**src/rtl/opm_pkg.sv**
```systemverilog
// Shared definitions for the online power model (OPM) family:
// FSM state type, width helpers and default configuration.
package opm_pkg;

    typedef enum logic {
        PRIME = 1'b0,
        RUN   = 1'b1
    } opm_state_t;

    localparam int OPM_N_SIGS_DEF   = 5;
    localparam int OPM_SIG_W_DEF    = 4;
    localparam int OPM_W_B_DEF      = 6;
    localparam int OPM_WIN_LOG2_DEF = 4;

    function automatic int opm_clog2(input int v);
        return (v <= 1) ? 0 : $clog2(v);
    endfunction

    // Address widths must never collapse to zero bits.
    function automatic int opm_clog2_min1(input int v);
        return (opm_clog2(v) < 1) ? 1 : opm_clog2(v);
    endfunction

endpackage

```
**src/rtl/opm_tog_detect.sv**
```systemverilog
// Two-deep sample history of the monitored groups and the per-group toggle
// vector (OR of per-bit differences between the last two enabled samples).
module opm_tog_detect
    import opm_pkg::*;
#(
    parameter int N_SIGS = OPM_N_SIGS_DEF,
    parameter int SIG_W  = OPM_SIG_W_DEF
) (
    input  logic                      clk,
    input  logic                      rst,
    input  logic                      en_i,
    input  logic                      prime_i,
    input  logic [N_SIGS*SIG_W-1:0]   sigs_i,
    output logic [N_SIGS-1:0]         tog_o
);

    logic [N_SIGS*SIG_W-1:0] sigs_r_q;
    logic [N_SIGS*SIG_W-1:0] sigs_k_q;

    // The priming sample loads both stages so nothing toggles against reset zeros.
    always_ff @(posedge clk or posedge rst) begin
        if (rst) begin
            sigs_r_q <= '0;
            sigs_k_q <= '0;
        end else if (en_i) begin
            sigs_r_q <= sigs_i;
            sigs_k_q <= prime_i ? sigs_i : sigs_r_q;
        end
    end

    always_comb begin
        tog_o = '0;
        for (int g = 0; g < N_SIGS; g++) begin
            tog_o[g] = |(sigs_r_q[g*SIG_W +: SIG_W] ^ sigs_k_q[g*SIG_W +: SIG_W]);
        end
    end

endmodule

```
**src/rtl/opm_window.sv**
```systemverilog
// Online power model: weighted toggle count per enabled sample, accumulated
// over a 2^WIN_LOG2-sample window into a total and a truncated average.
module opm_window
    import opm_pkg::*;
#(
    parameter int N_SIGS   = OPM_N_SIGS_DEF,
    parameter int SIG_W    = OPM_SIG_W_DEF,
    parameter int W_B      = OPM_W_B_DEF,
    parameter int WIN_LOG2 = OPM_WIN_LOG2_DEF,
    localparam int AW      = opm_clog2_min1(N_SIGS),
    localparam int SUM_W   = W_B + opm_clog2(N_SIGS + 1),
    localparam int WSUM_W  = SUM_W + WIN_LOG2
) (
    input  logic                     clk,
    input  logic                     rst,
    input  logic                     en,
    input  logic [N_SIGS*SIG_W-1:0]  sigs,
    input  logic                     wr_en,
    input  logic [AW-1:0]            wr_addr,
    input  logic [W_B-1:0]           wr_data,
    input  logic                     win_clr,
    output logic [SUM_W-1:0]         cyc_pwr,
    output logic                     cyc_valid,
    output logic [WSUM_W-1:0]        win_sum,
    output logic [SUM_W-1:0]         win_avg,
    output logic                     win_valid
);

    localparam logic [WIN_LOG2-1:0] CNT_LAST = '1;

    opm_state_t              state_q;
    logic [N_SIGS-1:0]       tog;
    logic [W_B-1:0]          weight_q [N_SIGS];
    logic                    wr_ok;
    logic [SUM_W-1:0]        pwr_d;
    logic [SUM_W-1:0]        cyc_pwr_q;
    logic                    cyc_valid_q;
    logic [WSUM_W-1:0]       acc_q;
    logic [WSUM_W-1:0]       acc_tot;
    logic [WIN_LOG2-1:0]     cnt_q;
    logic [WSUM_W-1:0]       win_sum_q;
    logic [SUM_W-1:0]        win_avg_q;
    logic                    win_valid_q;

    opm_tog_detect #(
        .N_SIGS (N_SIGS),
        .SIG_W  (SIG_W)
    ) u_tog (
        .clk     (clk),
        .rst     (rst),
        .en_i    (en),
        .prime_i (state_q == PRIME),
        .sigs_i  (sigs),
        .tog_o   (tog)
    );

    assign wr_ok = wr_en && (32'(wr_addr) < N_SIGS);

    always_ff @(posedge clk or posedge rst) begin
        if (rst) begin
            for (int g = 0; g < N_SIGS; g++) begin
                weight_q[g] <= '0;
            end
        end else if (wr_ok) begin
            weight_q[wr_addr] <= wr_data;
        end
    end

    // Reads the pre-write weights, so a same-edge write lands one sample later.
    always_comb begin
        pwr_d = '0;
        for (int g = 0; g < N_SIGS; g++) begin
            if (tog[g]) begin
                pwr_d = pwr_d + SUM_W'(weight_q[g]);
            end
        end
    end

    always_ff @(posedge clk or posedge rst) begin
        if (rst) begin
            state_q     <= PRIME;
            cyc_pwr_q   <= '0;
            cyc_valid_q <= 1'b0;
        end else begin
            cyc_valid_q <= 1'b0;
            case (state_q)
                PRIME: begin
                    if (en) begin
                        state_q <= RUN;
                    end
                end
                RUN: begin
                    if (en) begin
                        cyc_pwr_q   <= pwr_d;
                        cyc_valid_q <= 1'b1;
                    end
                end
            endcase
        end
    end

    assign acc_tot = acc_q + WSUM_W'(cyc_pwr_q);

    // win_clr outranks both accumulation and completion of the current sample.
    always_ff @(posedge clk or posedge rst) begin
        if (rst) begin
            acc_q       <= '0;
            cnt_q       <= '0;
            win_sum_q   <= '0;
            win_avg_q   <= '0;
            win_valid_q <= 1'b0;
        end else begin
            win_valid_q <= 1'b0;
            if (win_clr) begin
                acc_q <= '0;
                cnt_q <= '0;
            end else if (cyc_valid_q) begin
                if (cnt_q == CNT_LAST) begin
                    win_sum_q   <= acc_tot;
                    win_avg_q   <= SUM_W'(acc_tot >> WIN_LOG2);
                    win_valid_q <= 1'b1;
                    acc_q       <= '0;
                    cnt_q       <= '0;
                end else begin
                    acc_q <= acc_tot;
                    cnt_q <= cnt_q + 1'b1;
                end
            end
        end
    end

    // cyc_valid and win_valid are valid-only qualifiers (no ready): consumers
    // must take cyc_pwr / win_sum / win_avg in the cycle the qualifier is high.
    assign cyc_pwr   = cyc_pwr_q;
    assign cyc_valid = cyc_valid_q;
    assign win_sum   = win_sum_q;
    assign win_avg   = win_avg_q;
    assign win_valid = win_valid_q;

endmodule

```
**config.mk**
```make
export PLATFORM = sky130hd
export DESIGN_NAME = opm_window
export DESIGN_NICKNAME = d
export VERILOG_FILES = /design/src/rtl/opm_pkg.sv /design/src/rtl/opm_tog_detect.sv /design/src/rtl/opm_window.sv
export SDC_FILE = /design/constraint.sdc
export NUM_CORES = 1
export LEC_CHECK = 0
export ABC_AREA = 1
export BUFFER_PORTS_ARGS = -buffer_cell sky130_fd_sc_hd__buf_4
export CAP_MARGIN = 20
export CORE_ASPECT_RATIO = 1.25
export CORE_MARGIN = 2
export CORE_UTILIZATION = 55
export CTS_CLUSTER_SIZE = 14
export DETAILED_ROUTE_END_ITERATION = 16
export GPL_ROUTABILITY_DRIVEN = 0
export PLACE_DENSITY_LB_ADDON = 0.1
export RECOVER_POWER = 50
export SLEW_MARGIN = 20
export SYNTH_ARGS = -nofsm -noshare
export SYNTH_HDL_FRONTEND = slang
export SYNTH_SLANG_ARGS = --single-unit
```
**constraint.sdc**
```tcl
create_clock -name clk -period 13.3 [get_ports clk]
set_clock_uncertainty 0.2 [all_clocks]
set_input_delay 3.325 -clock clk [delete_from_list [all_inputs] [get_ports clk]]
set_output_delay 3.325 -clock clk [all_outputs]
set_load 0.1 [all_outputs]
```
Yosys cells after proc, flatten, opt, wreduce, memory -nomap -nowiden
Cells that the tools add are included.
Widths: inputs -> output; s select.
{"block": "op_classes", "mux": 21, "n_reduce_logical": 10, "addsub": 6, "magnitude_cmp": 3, "n_eq_ne": 1, "bitwise_logic": 7}
{"op": "$mux 13", "count": 3}
{"op": "$add 9x6->9", "count": 4}
{"op": "$mux 9", "count": 4}
{"op": "$bwmux 30", "count": 1}
{"op": "$mux 20", "count": 1}
{"op": "$reduce_or 4->1", "count": 5}
{"op": "$xor 4x4->4", "count": 5}
{"op": "$demux 6 s3", "count": 1}
{"op": "$add 13x9->13", "count": 1}
{"op": "$mux 4", "count": 3}
{"op": "$mux 6", "count": 2}
{"op": "$mux 1", "count": 6}
{"op": "$add 4x1->4 const B", "count": 1}
{"op": "$eq 4x4->1 const B", "count": 1}
{"op": "$ge 4x4->1 const B", "count": 1}
{"op": "$lt 4x1->1 const B", "count": 1}
{"op": "$not 3->4", "count": 1}
{"op": "$lt 3x3->1 const B", "count": 1}
{"op": "$reduce_and 3->1", "count": 1}
{"op": "$logic_and 1x1->1", "count": 2}
{"op": "$reduce_and 2->1", "count": 1}
{"op": "$reduce_bool 2->1", "count": 1}
{"op": "$not 1->1", "count": 1}
{"block": "word_totals", "register_bits": 121, "in_bits": 34, "output_inout_bits": 33, "wordCells": 63}

Longest topological paths before layout
{"block": "logic_depth", "ltp_word": 11, "ltp_mapped": 36, "mapped_depth_nobuf": 36}

By module
From an unflattened synthesis, not the netlist that was laid out.
{"block": "unflattened", "cells_unflattened": 912, "hier_area_um2": 6750.2}
{"mod": "opm_window", "area_per_inst_um2": 4700.8, "instances": 1, "cells_per_inst": 622, "seq_area_each_um2": 1801.7}
{"mod": "opm_tog_detect", "area_per_inst_um2": 2049.5, "instances": 1, "cells_per_inst": 290, "seq_area_each_um2": 1001.0}

Worst setup path before layout
No wires, ideal clock.
{"block": "synth_path", "kind": "reg2reg", "startpoint": "register u_tog.sigs_k_q[0]", "endpoint": "register cyc_pwr_q[7] (netlist: cyc_pwr[7])", "stages_incl_launch_ff": 36, "arrival_ns": 4.853, "setup_time_ns": 0.120, "setup_slack_ns": 8.127, "t_required_ns": 12.980, "path_buffers": 0, "period_less_slack_ns": 5.173, "path_cell_list": "dfrtp_1 xor2_1 nor2_1 nand2_1 nand2_1 inv_1 ha_1 fa_1 xor2_1 nand2_1 o21ai_2 ha_1 a21oi_1 nand2_1 xor2_1 or2_1 nand2_1 inv_1 ha_1 a21oi_1 nand2_1 or2_2 nand3_1 nand2_1 ha_1 nand2_1 inv_1 nand4_1 nand3_1 nand2_1 a21oi_1 inv_1 nor2_1 nand2_1 nand3_1 nand2_1"}
{"block": "synth_between", "elab_chain_len": 11}
{"element": "start, declared", "line": "opm_tog_detect.sv:18", "rtl": "logic [N_SIGS*SIG_W-1:0] sigs_k_q;"}
{"element": "start signal, assigned", "line": "opm_tog_detect.sv:27", "rtl": "sigs_k_q <= prime_i ? sigs_i : sigs_r_q;"}
{"element": "$xor 4x4->4 *", "line": "opm_tog_detect.sv:34", "rtl": "tog_o[g] = |(sigs_r_q[g*SIG_W +: SIG_W] ^ sigs_k_q[g*SIG_W +: SIG_W]);"}
{"element": "$reduce_or 4->1 *", "line": "opm_tog_detect.sv:34"}
{"element": "$mux 6 *", "line": "opm_window.sv:73", "rtl": "if (tog[g]) begin"}
{"element": "$add 9x6->9", "line": "opm_window.sv:74", "rtl": "pwr_d = pwr_d + SUM_W'(weight_q[g]);"}
{"element": "$mux 9 *", "line": "opm_window.sv:73"}
{"element": "$add 9x6->9", "line": "opm_window.sv:74"}
{"element": "$mux 9 *", "line": "opm_window.sv:73"}
{"element": "$add 9x6->9", "line": "opm_window.sv:74"}
{"element": "$mux 9 *", "line": "opm_window.sv:73"}
{"element": "$add 9x6->9", "line": "opm_window.sv:74"}
{"element": "$mux 9 *", "line": "opm_window.sv:73"}
{"element": "end signal, assigned", "line": "opm_window.sv:94", "rtl": "cyc_pwr_q <= pwr_d;"}
{"element": "end, declared", "line": "opm_window.sv:36", "rtl": "logic [SUM_W-1:0] cyc_pwr_q;"}
Every way passes the cells marked *; elsewhere a longest branch is shown, timed or not.
A chain may end at the register's enable or synchronous reset.

Worst setup path in the final report
{"block": "layout_path", "startpoint": "input port en", "endpoint": "register cyc_pwr_q[3] (netlist: cyc_pwr[3])"}
{"block": "layout_between", "elab_chain_len": 1}
{"element": "start, declared", "line": "opm_window.sv:16", "rtl": "input logic en,"}
{"element": "$reduce_and 2->1 (no source line)"}
No other way between the ends.

==> Flow_metrics.wiki <==
{| class="wikitable"
! Metric !! Value
|-
| Worst Hold Launch || win_sum[0]
|-
| Area of the core || 11560 sq um
|-
| Clock slew at the register clock pins of the worst setup and hold paths || 70 ps
|-
| Remaining global-route overflow || 0
|-
| Largest fanout on the critical path || 40
|-
| Busiest metal layer after global routing || met2
|-
| Antenna Nets Post-Route || 0
|-
| Final HPWL DP || 11050 microns
|-
| Drt drc || 0
|-
| Arrival time of the worst setup path || 6280 ps
|-
| Maximum number of pins on one net before global-route repair || 71
|-
| Chip height || 125.6 microns
|-
| Buffer cell driving the clock tree root || sky130_fd_sc_hd__clkbuf_16
|-
| Detailed Routing Iterations Pass 1 || 5
|-
| R2R cell count || 35
|-
| Sequential share of the synthesized area || 0.4308
|-
| Number of setup buffers added after CTS || 0
|-
| Register-to-register path setup slack || 7500 ps
|-
| Count of clock tree sinks || 112
|-
| Vias post-DR || about 5600
|-
| Ranking of synthesized cells by instance count || 305 x sky130_fd_sc_hd__nand2_1, 112 x sky130_fd_sc_hd__dfrtp_1, 93 x sky130_fd_sc_hd__o21ai_0, 87 x sky130_fd_sc_hd__inv_1, 44 x sky130_fd_sc_hd__nand3_1
|-
| Transition at the pin with the smallest max-transition slack || approximately 1800 ps
|-
| Number of cells upsized or downsized after cts || 0
|-
| Fraction of layout instances using a drive strength above 1 || 0.09978
|-
| Setup repair after global routing missed its margin || no
|-
| # H-tree levels || 3
|-
| Kind of end point of the critical path || flop
|-
| Static Leak || 3.978 nW
|-
| IO Pins || 67
|-
| Worst skew pair latency || 350 ps
|-
| CP Class || input pin to flop
|-
| Average cell area after synthesis || between 7 and 8 sq um
|-
| Wire per inst || around 14 microns
|-
| Top flip-flop cell by instance count after synthesis || sky130_fd_sc_hd__dfrtp_1
|-
| Yosys Warn Count || 0
|-
| Initial drt markers || 270
|-
| Horizontal die dimension || roughly 100 microns
|-
| Count of mapped cells out of synthesis || 848
|-
| Endpoint of the worst hold path || win_sum[0]
|-
| Synthesized cell area || 6506 sq um
|-
| Total clock buffers created by CTS || 9
|-
| Met3 demand-to-capacity share in global routing || 0.03745
|-
| Final hold slack || roughly 280 ps
|-
| Power density over the cells || 223.0 nW/um^2
|-
| First-pass GRT wire length || ~26000 microns
|-
| Total Neg Setup Slack || 0 ps
|-
| Final core occ || 0.6281
|-
| Ranking of synthesized cells by area || sky130_fd_sc_hd__dfrtp_1 43%, sky130_fd_sc_hd__nand2_1 18%, sky130_fd_sc_hd__o21ai_0 7.2%
|-
| Cell with the most instances after synthesis || sky130_fd_sc_hd__nand2_1
|-
| Number of flops mapped to enable cells by yosys || 0
|-
| Layout overhead on the synthesized area || 11.62%
|-
| Path type of the worst min-delay path || flop to flop
|-
| Die area || 12720 sq um
|-
| Critical register-to-register path startpoint || u_tog.sigs_k_q[3]
|-
| Final cycle utilization of the critical path || 0.4655
|-
| Async S/R FF share, synth || 1.000
|-
| Port Buf Inserts || 66
|-
| Required time of the critical path || 13390 ps
|-
| Number of instances on the worst hold path || 2
|-
| Normalized max-slew margin || -0.2338
|-
| Global router's overall resource usage || 0.2485
|-
| Met1 track demand over resource in global routing || 0.2970
|-
| Effective utilization at floorplan || 0.5628
|-
| Fraction of post-synthesis cell area in the top cell type by area || 0.4308
|-
| Count of unique library cells instantiated by Yosys || 35
|-
| Standard-cell rows || 44
|-
| Final layout net count || 972
|-
| Total nets after synthesis || 921
|-
| Max-capacitance violation count || 2
|-
| Final hold violation count || 0
|-
| Final setup fails || 0
|-
| Global-route met2 utilization || 0.4468
|-
| Inserted Diodes || 0
|-
| Final Max Slew Viols || 44
|-
| Number of hold buffers added after cts || 0
|-
| Initial antenna violation count || 0
|-
| Final wirelength || 14800 microns
|-
| Violated checks || capacitance limit, slew limit
|-
| Total of flip-flops plus latches after synthesis || 112
|-
| Drt via density || around 5.3
|-
| IR Drop Worst-Case VDD || 0.1007 mV
|-
| Post-layout minimum cycle time || 6191 ps
|-
| Clock tree from TritonCTS || yes
|-
| Endpoint of the most critical register-to-register path || cyc_pwr[7]
|-
| CTS max path bufs || 2
|-
| Run status || finished with violations
|-
| Vias in the first global route || 5727
|-
| Leading area contributor after synthesis || sky130_fd_sc_hd__dfrtp_1
|-
| Timing-limited maximum frequency || between 150 and 200 MHz
|-
| Kind of start point of the critical path || input pin
|-
| # fillers || 1064
|}
## critical path, stage by stage
cell and delay [ps]:
sky130_fd_sc_hd__clkbuf_1 1060, sky130_fd_sc_hd__nand2_1 910, sky130_fd_sc_hd__buf_4 450, sky130_fd_sc_hd__inv_1 210
sky130_fd_sc_hd__o21a_1 150, sky130_fd_sc_hd__o21ai_0 80, sky130_fd_sc_hd__nand2_1 70
## metrics by stage
stage	setup slack (ps)	instance area [sq um]	total power, mW	instances
6_report	7109	7262	1.620	1040
5_1_grt	6744	7262	1.754	1040
4_1_cts	7565	7348	1.621	1040
3_5_place_dp	7665	7056	1.339	1026
3_3_place_gp	7791	7056	1.311	1026
2_1_floorplan	6816	6506	1.146	848
## where the power goes
part | internal, mW | switching [mW] | total (mW)
registers | 0.398 | 0.0438 | 0.442
clock network | 0.150 | 0.121 | 0.271
logic | 0.319 | 0.588 | 0.907
## registers in the layout (all words and copies together) (netlist names), 4 cells and up
name / cells
cyc_pwr: 9
acc_q: 13
cnt_q: 4
u_tog.sigs_k_q: 20
win_sum: 13
u_tog.sigs_r_q: 20
weight_q: 30
## worst max-delay path by stage
stage,endpoint,start,slack [ps]
floorplan,acc_q[0],rst,6820
global placement,cyc_pwr[7],u_tog.sigs_k_q[3],7790
detailed placement,cyc_pwr[7],u_tog.sigs_r_q[3],7670
CTS,cyc_pwr[7],u_tog.sigs_r_q[3],7560
global route,cyc_pwr[3],en,6740
finish,cyc_pwr[3],en,7110
## per-layer routing
layer | routed length, microns | part of all wire
met5 | 0 | 0
met1 | 6243 | 0.42
met4 | 378 | 0.026
met3 | 504 | 0.034
met2 | 7674 | 0.52
## layout make-up
cell class | count | area [sq um] | share of cell area
clock inverters | 4 | 53.80 | 0.007409
repair buffers | 69 | 435.4 | 0.05996
flip-flops and latches | 112 | 2803 | 0.3859
well taps | 138 | 172.7 | 0.02378
inverters | 91 | 342.8 | 0.04721
clock buffers | 10 | 239.0 | 0.03291
multi-input cells | 616 | 3216 | 0.4428
## placed cells by master, fill, tap and decap left out, types with 3 or more instances in the layout
cell and n:
sky130_fd_sc_hd__dfrtp_1 112, sky130_fd_sc_hd__buf_4 46, sky130_fd_sc_hd__ha_1 34, sky130_fd_sc_hd__nand3_1 44, sky130_fd_sc_hd__fa_1 5, sky130_fd_sc_hd__nor3_1 5, sky130_fd_sc_hd__nor2_1 30, sky130_fd_sc_hd__o21a_1 3
sky130_fd_sc_hd__inv_1 86, sky130_fd_sc_hd__inv_2 4, sky130_fd_sc_hd__clkbuf_16 9, sky130_fd_sc_hd__clkbuf_1 22, sky130_fd_sc_hd__o21ai_0 93, sky130_fd_sc_hd__nand2_4 5, sky130_fd_sc_hd__nand2_1 305, sky130_fd_sc_hd__a22o_1 4
sky130_fd_sc_hd__or2_2 9, sky130_fd_sc_hd__a21oi_1 27, sky130_fd_sc_hd__xnor2_1 6, sky130_fd_sc_hd__nand4_1 6, sky130_fd_sc_hd__nand2_2 3, sky130_fd_sc_hd__xor2_1 21
## kinds of logic (layout without fill, tap and decap cells)
family / Yosys count / count (layout) / share of synthesized area
simple gates: 416 / 416 / 0.2683
compound gates: 134 / 134 / 0.1092
buf+inv: 120 / 174 / 0.07461
flops: 112 / 112 / 0.4308
fa+ha+maj: 39 / 39 / 0.08077
xor+xnor: 27 / 27 / 0.03635
Power figures use the tool's default switching activity.
